--- src/rtl/rr_arb8_pkg.sv ---
// Shared constants, FSM encoding and round-robin search helper for the
// eight-way round-robin arbiter.
package rr_arb8_pkg;

   localparam int NUM_REQ = 8;
   localparam int IDX_W   = 3;

   typedef enum logic {
      ST_IDLE  = 1'b0,
      ST_GRANT = 1'b1
   } state_e;

   // First set request bit scanning base+1, base+2 ... base (wrapping).
   // Descending scan lets the nearest position overwrite farther ones.
   function automatic logic [IDX_W-1:0] rr_pick(input logic [NUM_REQ-1:0] req,
                                                input logic [IDX_W-1:0]   base);
      logic [IDX_W-1:0] idx;
      rr_pick = base;
      for (int k = NUM_REQ; k >= 1; k--) begin
         idx = base + IDX_W'(k);
         if (req[idx]) rr_pick = idx;
      end
   endfunction

endpackage

--- src/rtl/rr_arb8_decoder_38.sv ---
// 3-to-8 one-hot decoder with enable; all outputs low when disabled.
module decoder_38
   import rr_arb8_pkg::*;
(
   input  logic               en,
   input  logic [IDX_W-1:0]   idx,
   output logic [NUM_REQ-1:0] dec
);

   always_comb begin
      dec = '0;
      if (en) dec[idx] = 1'b1;
   end

endmodule

--- src/rtl/rr_arb8.sv ---
// Eight-requester round-robin arbiter with a bounded per-holder grant time
// and back-to-back handover on release.
module rr_arb8
   import rr_arb8_pkg::*;
#(
   parameter int MAX_HOLD = 16
)
(
   input  logic               clk,
   input  logic               rst_n,
   input  logic               en,
   input  logic [NUM_REQ-1:0] req,
   output logic [IDX_W-1:0]   gnt_idx,
   output logic               gnt_valid,
   output logic [NUM_REQ-1:0] gnt
);

   localparam logic [7:0] HOLD_LAST = 8'(MAX_HOLD - 1);

   state_e             state_q, state_d;
   logic [IDX_W-1:0]   ptr_q, ptr_d;
   logic [IDX_W-1:0]   gnt_idx_q, gnt_idx_d;
   logic [7:0]         hold_cnt_q, hold_cnt_d;
   logic               gnt_valid_q, gnt_valid_d;

   logic [IDX_W-1:0]   search_base;
   logic [IDX_W-1:0]   pick_idx;
   logic               any_req;
   logic               release_c;

   // On release ptr becomes the old holder, so the search can start from
   // gnt_idx directly and still hand over on the same edge.
   always_comb begin
      search_base = (state_q == ST_GRANT) ? gnt_idx_q : ptr_q;
      pick_idx    = rr_pick(req, search_base);
      any_req     = |req;
      release_c   = (state_q == ST_GRANT) &&
                    (!req[gnt_idx_q] || (hold_cnt_q == HOLD_LAST));
   end

   always_ff @(posedge clk or negedge rst_n) begin
      if (!rst_n) begin
         state_q     <= ST_IDLE;
         ptr_q       <= '1;
         gnt_idx_q   <= '0;
         hold_cnt_q  <= '0;
         gnt_valid_q <= 1'b0;
      end else begin
         state_q     <= state_d;
         ptr_q       <= ptr_d;
         gnt_idx_q   <= gnt_idx_d;
         hold_cnt_q  <= hold_cnt_d;
         gnt_valid_q <= gnt_valid_d;
      end
   end

   always_comb begin
      state_d     = state_q;
      ptr_d       = ptr_q;
      gnt_idx_d   = gnt_idx_q;
      hold_cnt_d  = hold_cnt_q;
      gnt_valid_d = gnt_valid_q;
      case (state_q)
         ST_IDLE: begin
            if (en && any_req) begin
               state_d     = ST_GRANT;
               gnt_idx_d   = pick_idx;
               hold_cnt_d  = '0;
               gnt_valid_d = 1'b1;
            end
         end
         ST_GRANT: begin
            if (!release_c) begin
               hold_cnt_d = hold_cnt_q + 8'd1;
            end else begin
               ptr_d      = gnt_idx_q;
               hold_cnt_d = '0;
               if (en && any_req) begin
                  gnt_idx_d = pick_idx;
               end else begin
                  state_d     = ST_IDLE;
                  gnt_valid_d = 1'b0;
               end
            end
         end
         default: state_d = ST_IDLE;
      endcase
   end

   always_comb begin
      gnt_idx   = gnt_idx_q;
      gnt_valid = gnt_valid_q;
   end

   decoder_38 u_dec (
      .en  (gnt_valid_q),
      .idx (gnt_idx_q),
      .dec (gnt)
   );

endmodule

--- config.mk ---
export PLATFORM = sky130hd
export DESIGN_NAME = rr_arb8
export DESIGN_NICKNAME = d
export VERILOG_FILES = /design/src/rtl/rr_arb8_pkg.sv /design/src/rtl/rr_arb8_decoder_38.sv /design/src/rtl/rr_arb8.sv
export SDC_FILE = /design/constraint.sdc
export NUM_CORES = 1
export LEC_CHECK = 0
export CORE_MARGIN = 2
export CORE_UTILIZATION = 43
export CTS_CLUSTER_SIZE = 28
export DETAILED_ROUTE_END_ITERATION = 8
export HOLD_SLACK_MARGIN = 0.12
export PLACE_DENSITY = 0.73
export SYNTH_ARGS = -nofsm -noshare
export SYNTH_HDL_FRONTEND = slang
export SYNTH_SLANG_ARGS = --single-unit
--- constraint.sdc ---
create_clock -name clk -period 4.7 [get_ports clk]
set_clock_uncertainty 0.1 [all_clocks]
set_input_delay 0.94 -clock clk [delete_from_list [all_inputs] [get_ports clk]]
set_output_delay 0.94 -clock clk [all_outputs]
set_load 0.05 [all_outputs]
=== Word-level counts from Yosys, hierarchy flattened ===
Cells that the tools add are included.

* Latch bits: 0
* Memory bits (writable): 0
* Output and inout bits: 12
* Input port bits: 11
* Memory bits (read-only): 0
* Register bits after elaboration: 16
* Memories: 0

* Multiplexer cells: 40
* Bitwise gates (word level): 1
* Reductions and logical operators: 8
* Magnitude comparators: 9
* Equality and inequality tests: 4
* Divide/modulo/power cells: 0
* $add $sub $neg: 8
* Multiply operators: 0
* Shift operators: 0

{| class="wikitable"
|+ Operators by type and width
! kind !! count
|-
| less-than comparator 3 x 4 -> 1 bit (second input constant) || 8
|-
| 2-to-1 mux 3 bit || 10
|-
| binary-select mux 1 bit (select 3 bit) || 8
|-
| 2-to-1 mux 8 bit || 3
|-
| one-hot mux 8 bit (2 select lines) || 1
|-
| 2-to-1 mux 1 bit || 14
|-
| adder 3 bit (second input constant) || 4
|-
| adder 8 x 1 -> 8 bit (second input constant) || 1
|-
| equality test 8 x 4 -> 1 bit (second input constant) || 1
|-
| OR reduction 8 bit || 1
|-
| adder 3 x 2 -> 3 bit (second input constant) || 2
|-
| one-hot mux 3 bit (2 select lines) || 1
|-
| != test 2 bit (second input constant) || 2
|-
| one-hot mux 1 bit (2 select lines) || 2
|-
| adder 3 x 1 -> 3 bit (second input constant) || 1
|-
| demux 1 bit (select 3 bit) || 1
|-
| greater-or-equal comparator 3 x 1 -> 1 bit (second input constant) || 1
|-
| logical AND 1 bit || 3
|-
| AND reduction 3 bit || 1
|-
| != test 2 x 1 -> 1 bit (second input constant) || 1
|-
| AND reduction 2 bit || 1
|-
| logical NOT 1 bit || 1
|-
| logical OR 1 bit || 1
|-
| inverter 1 bit || 1
|}

=== Longest topological paths before layout ===
* Depth after elaboration: 14
* Depth in mapped cells: 12

=== Hierarchy ===
A second synthesis with hierarchy kept.

* Cells, all modules: 201
* Area total of the unflattened synthesis: 1808.0 µm²

{| class="wikitable"
|+ By module, submodules not included
! module !! instances !! cells each !! area an instance (µm²)
|-
| rr_arb8 || 1 || 193 || 1712.9
|-
| decoder_38 || 1 || 8 || 95.1
|}

=== Least setup slack after synthesis ===
Ideal clock, no wire load.

* Kind: register -> register
* Start: register gnt_idx_q[0], in the netlist gnt_idx[0]
* End: register gnt_idx_q[1], in the netlist gnt_idx[1]
* Data arrival time: 3.383 ns
* Path buffers: 3
* Data required time: 4.518 ns
* Library setup time: 0.082 ns
* Stages on the path, launching flop included: 12
* Setup slack: 1.135 ns
* Cell sequence: dfrtp_1 > mux2i_2 > buf_6 > buf_2 > ha_1 > buf_1 > mux4_2 > nand2b_1 > a21boi_0 > nand3b_1 > a311o_1 > a31oi_1

* Word-level cells in the longest chain between the ends: 14
* Elaborated cells between the ends (all ways): 38
* Classes of those cells: add/sub (7); eq/ne (1); mux (27); reduce/logical (3)

{| class="wikitable"
|+ RTL lines
! what !! line !! source
|-
| start: declaration || rr_arb8.sv:22 || <nowiki>logic [IDX_W-1:0] gnt_idx_q, gnt_idx_d;</nowiki>
|-
| start signal: assignment || rr_arb8.sv:51 || <nowiki>gnt_idx_q <= gnt_idx_d;</nowiki>
|-
| 2-to-1 mux 3 bit || rr_arb8.sv:34 || <nowiki>search_base = (state_q == ST_GRANT) ? gnt_idx_q : ptr_q;</nowiki>
|-
| adder 3 bit || rr_arb8_pkg.sv:20 || <nowiki>idx = base + IDX_W'(k);</nowiki>
|-
| binary-select mux 1 bit (select 3 bit) || rr_arb8_pkg.sv:21 || <nowiki>if (req[idx]) rr_pick = idx;</nowiki>
|-
| 2-to-1 mux 1 bit (implied by the code) || rr_arb8_pkg.sv:21 ||
|-
| 2-to-1 mux 3 bit (7 in a row) || rr_arb8_pkg.sv:21 ||
|-
| 2-to-1 mux 3 bit || rr_arb8.sv:65, rr_arb8.sv:78 ||
|-
| 2-to-1 mux 3 bit || rr_arb8.sv:73 || <nowiki>if (!release_c) begin</nowiki>
|-
| one-hot mux 3 bit (2 select lines) || rr_arb8.sv:63 || <nowiki>case (state_q)</nowiki>
|}

Several ways; a longest one is shown, not always the timed one. The select of a mux whose other input is x is not followed.
A chain may end at the register's enable or synchronous reset.

=== Worst setup path in the final report ===
* Start: register state_q
* End: register gnt_idx_q[1], in the netlist gnt_idx[1]

* Word-level cells in the longest chain between the ends: 14
* Elaborated cells between the ends (all ways): 35
* Classes of those cells: add/sub (7); eq/ne (1); mux (25); bitwise (1); reduce/logical (1)

{| class="wikitable"
|+ RTL lines
! what !! line !! source
|-
| start: declaration || rr_arb8.sv:20 || <nowiki>state_e state_q, state_d;</nowiki>
|-
| start signal: assignment || rr_arb8.sv:49 || <nowiki>state_q <= state_d;</nowiki>
|-
| 2-to-1 mux 3 bit || rr_arb8.sv:34 ||
|-
| adder 3 bit || rr_arb8_pkg.sv:20 ||
|-
| binary-select mux 1 bit (select 3 bit) || rr_arb8_pkg.sv:21 ||
|-
| 2-to-1 mux 1 bit (implied by the code) || rr_arb8_pkg.sv:21 ||
|-
| 2-to-1 mux 3 bit (7 in a row) || rr_arb8_pkg.sv:21 ||
|-
| 2-to-1 mux 3 bit || rr_arb8.sv:65, rr_arb8.sv:78 ||
|-
| 2-to-1 mux 3 bit || rr_arb8.sv:73 ||
|-
| one-hot mux 3 bit (2 select lines) || rr_arb8.sv:63 ||
|}

Several ways; a longest one is shown, not always the timed one. The select of a mux whose other input is x is not followed.

==> results.yml <==
synthesis:
  netlist_area_mm2: 0.00163
  ys_top_cells_by_area: "dfrtp_1, mux4_2, mux2i_1, o21ai_0, dfstp_2"
  seq_area_frac_synth: 0.248
  yosysMostFrequentCell: "nor2_1"
  yosys-top-cells-count: "nor2_1, nand2_1, o21ai_0"
  synthCells: 192
  synth-edff-count: 0
  synthesis.nets: 207
  yosysTopAreaCellShare: 0.199
  avgSynthCellArea_um2: 8.50
  ys_ff_latch: 16
  yosys.area.top_type: "dfrtp_1"
  yosys_warnings: 0
  synth_cell_types: 46
  async_reset_ff_frac: 1.00
  synth_ff_type: "dfrtp_1"
grt:
  grt_pass1_wl_um: 6600
  grt_usage: 0.196
  antenna_found_initial: 0
  grt_start_max_net_pins: 23
  overflow: 0
  grt_pass1_vias: 1416
sta:
  final_max_slew_viol_count: 0
  worst_pin_slew_ns: 0.723
  hold_viol: 0
  slew_headroom: 0.516
  fmax_mhz: 290
  tns_ns: 0
  layout_min_cycle_time_ns: 3.44
  setup_violations: 0
  fin_crit_sh: 0.733
  rsz0062_at_grt: "no"
floorplanning:
  core-area_mm2: 0.00366
  start_util: 0.446
  fp-row-count: 22
  die_x_um: 65.6
  dieHeight_um: 65.6
  die-area_mm2: 0.00431
  ios: 23
drt:
  routed_wirelength_um: 3770
  viasPerCell: 5.79
  drt_iter0_markers: 91
  drc_errors: 0
  vias: 1499
  drtAntennaViolNets: 0
  wl_per_cell_um: 14.6
  dr.pass1.iters: 4
final_layout:
  layout-drive-gt1-share: 0.128
  num_antenna_cells: 0
  final_nets: 227
  synthToLayoutAreaGrowth_pct: 17.8
  fillers: 343
clock_tree:
  clock-sinks: 16
  cts_max_level: 1
  clockBufferDepth: 2
  cts.repair.resized: 0
  postCtsHoldBufs: 0
  cts_setup_buffers: 0
  cts_tree: "done"
  root_buffer: "clkbuf_8"
  clk_latency_ns: 0.25
  cts_buffers: 3
  path_clk_slew_ns: 0.06
placed_design:
  hpwl_um: 2820
  port_buffers: 22
  gp_congestion: 0.834
setup_path:
  worstPathCellList: "mux2i_2, buf_4, ha_1, mux4_2, nand2b_1, a21boi_0, nand3b_1, a311o_1, a31oi_1"
  crit_type: "register to register"
  crit_arrival_ns: 3.52
  worst_setup_path_start_kind: "register"
  critPathSlowestCell: "dfrtp_1"
  r2r_slack_ns: 1.26
  cp_max_fo: 22
  cp.required_ns: 4.78
  crit_path_end_kind: "register"
  max_stage_delay_ns: 0.60
run_status:
  outcome: "finished, final reports clean"
job:
  max_cap_viol_count: 0
worst_hold_path:
  hold_path_class: "register to register"
## final cells by class
class                      instances  area (um^2)  area share
multi-input combinational        158         1150       0.597
tap                               48         60.1      0.0312
clock buffer                       4         45.0      0.0234
sequential                        16          404       0.210
timing repair buffer              23          228       0.118
inverter                          10         37.5      0.0195
## routing by layer
| metal | GRT usage | part of all wire | wire, um | up-vias |
|---|---|---|---|---|
| met5 | 0 | 0 | 0 | - |
| met4 | 0.0625 | 0.014 | 52 | 0 |
| met3 | 0.0360 | 0.050 | 189 | 8 |
| met2 | 0.283 | 0.45 | 1720 | 55 |
| met1 | 0.296 | 0.48 | 1820 | 696 |
| li1 | - | - | - | 740 |
## logic make-up (layout without fill, tap and decap cells)
family,Yosys count,count (layout),share of synthesized area
AO/OA/AOI/OAI,44,44,0.164
XOR/XNOR,5,5,0.0268
adder cells (fa/ha/maj),4,4,0.0307
buffers and inverters,18,37,0.0490
flip-flops,16,16,0.248
multiplexers,28,28,0.255
AND/OR/NAND/NOR,77,77,0.227
## metrics by stage
stage	area (um^2)	worst slack, ns	utilization	hold slack (ns)	cells
floorplan	1630	1.13	-	0.358	192
global placement	1880	1.37	0.513	0.382	255
detailed placement	1880	1.29	0.513	0.394	255
CTS	1920	1.28	0.525	0.413	259
global route	1920	1.04	0.525	0.440	259
finish	1920	1.26	0.525	0.408	259
## flip-flops by register name, indices dropped and copies added (netlist names)
name        count
state_q         1
gnt_valid       1
gnt_idx         3
ptr_q           3
hold_cnt_q      8
## critical path, delay by kind of cell (launching register included)
family	cells	cell delay (ns)
buffers and inverters	1	0.31
AND/OR/NAND/NOR	2	0.25
AO/OA/AOI/OAI	3	0.88
multiplexers	2	0.84
adder cells (fa/ha/maj)	1	0.38
flip-flops	1	0.60
## cells in the final DEF (no fill, tap or decap), drive strengths merged, types with 3 or more instances in the layout
cell	count
mux4	9
mux2i	12
ha	4
inv	10
xnor2	4
clkdlybuf4s50	22
nor3	11
a21oi	12
nor2	21
o21ai	18
dfrtp	13
clkbuf	4
dfstp	3
mux2	7
nand3	3
nand2	20
or3b	3
nand2b	7
## path summary, 6_finish.rpt
check | to | cells after the start | startpoint
worst max-delay path | gnt_idx[1] | 9 | state_q
worst min-delay path | ptr_q[2] | 2 | ptr_q[2]
worst max register to register | gnt_idx[1] | 9 | state_q
worst min register to register | ptr_q[2] | 2 | ptr_q[2]
max in group asynchronous | hold_cnt_q[6] | 1 | rst_n
min in group asynchronous | hold_cnt_q[4] | 1 | rst_n
Power is left out: the tool's default activity adds up to more than one toggle a clock period on the data nets, which glitch-free logic cannot reach.
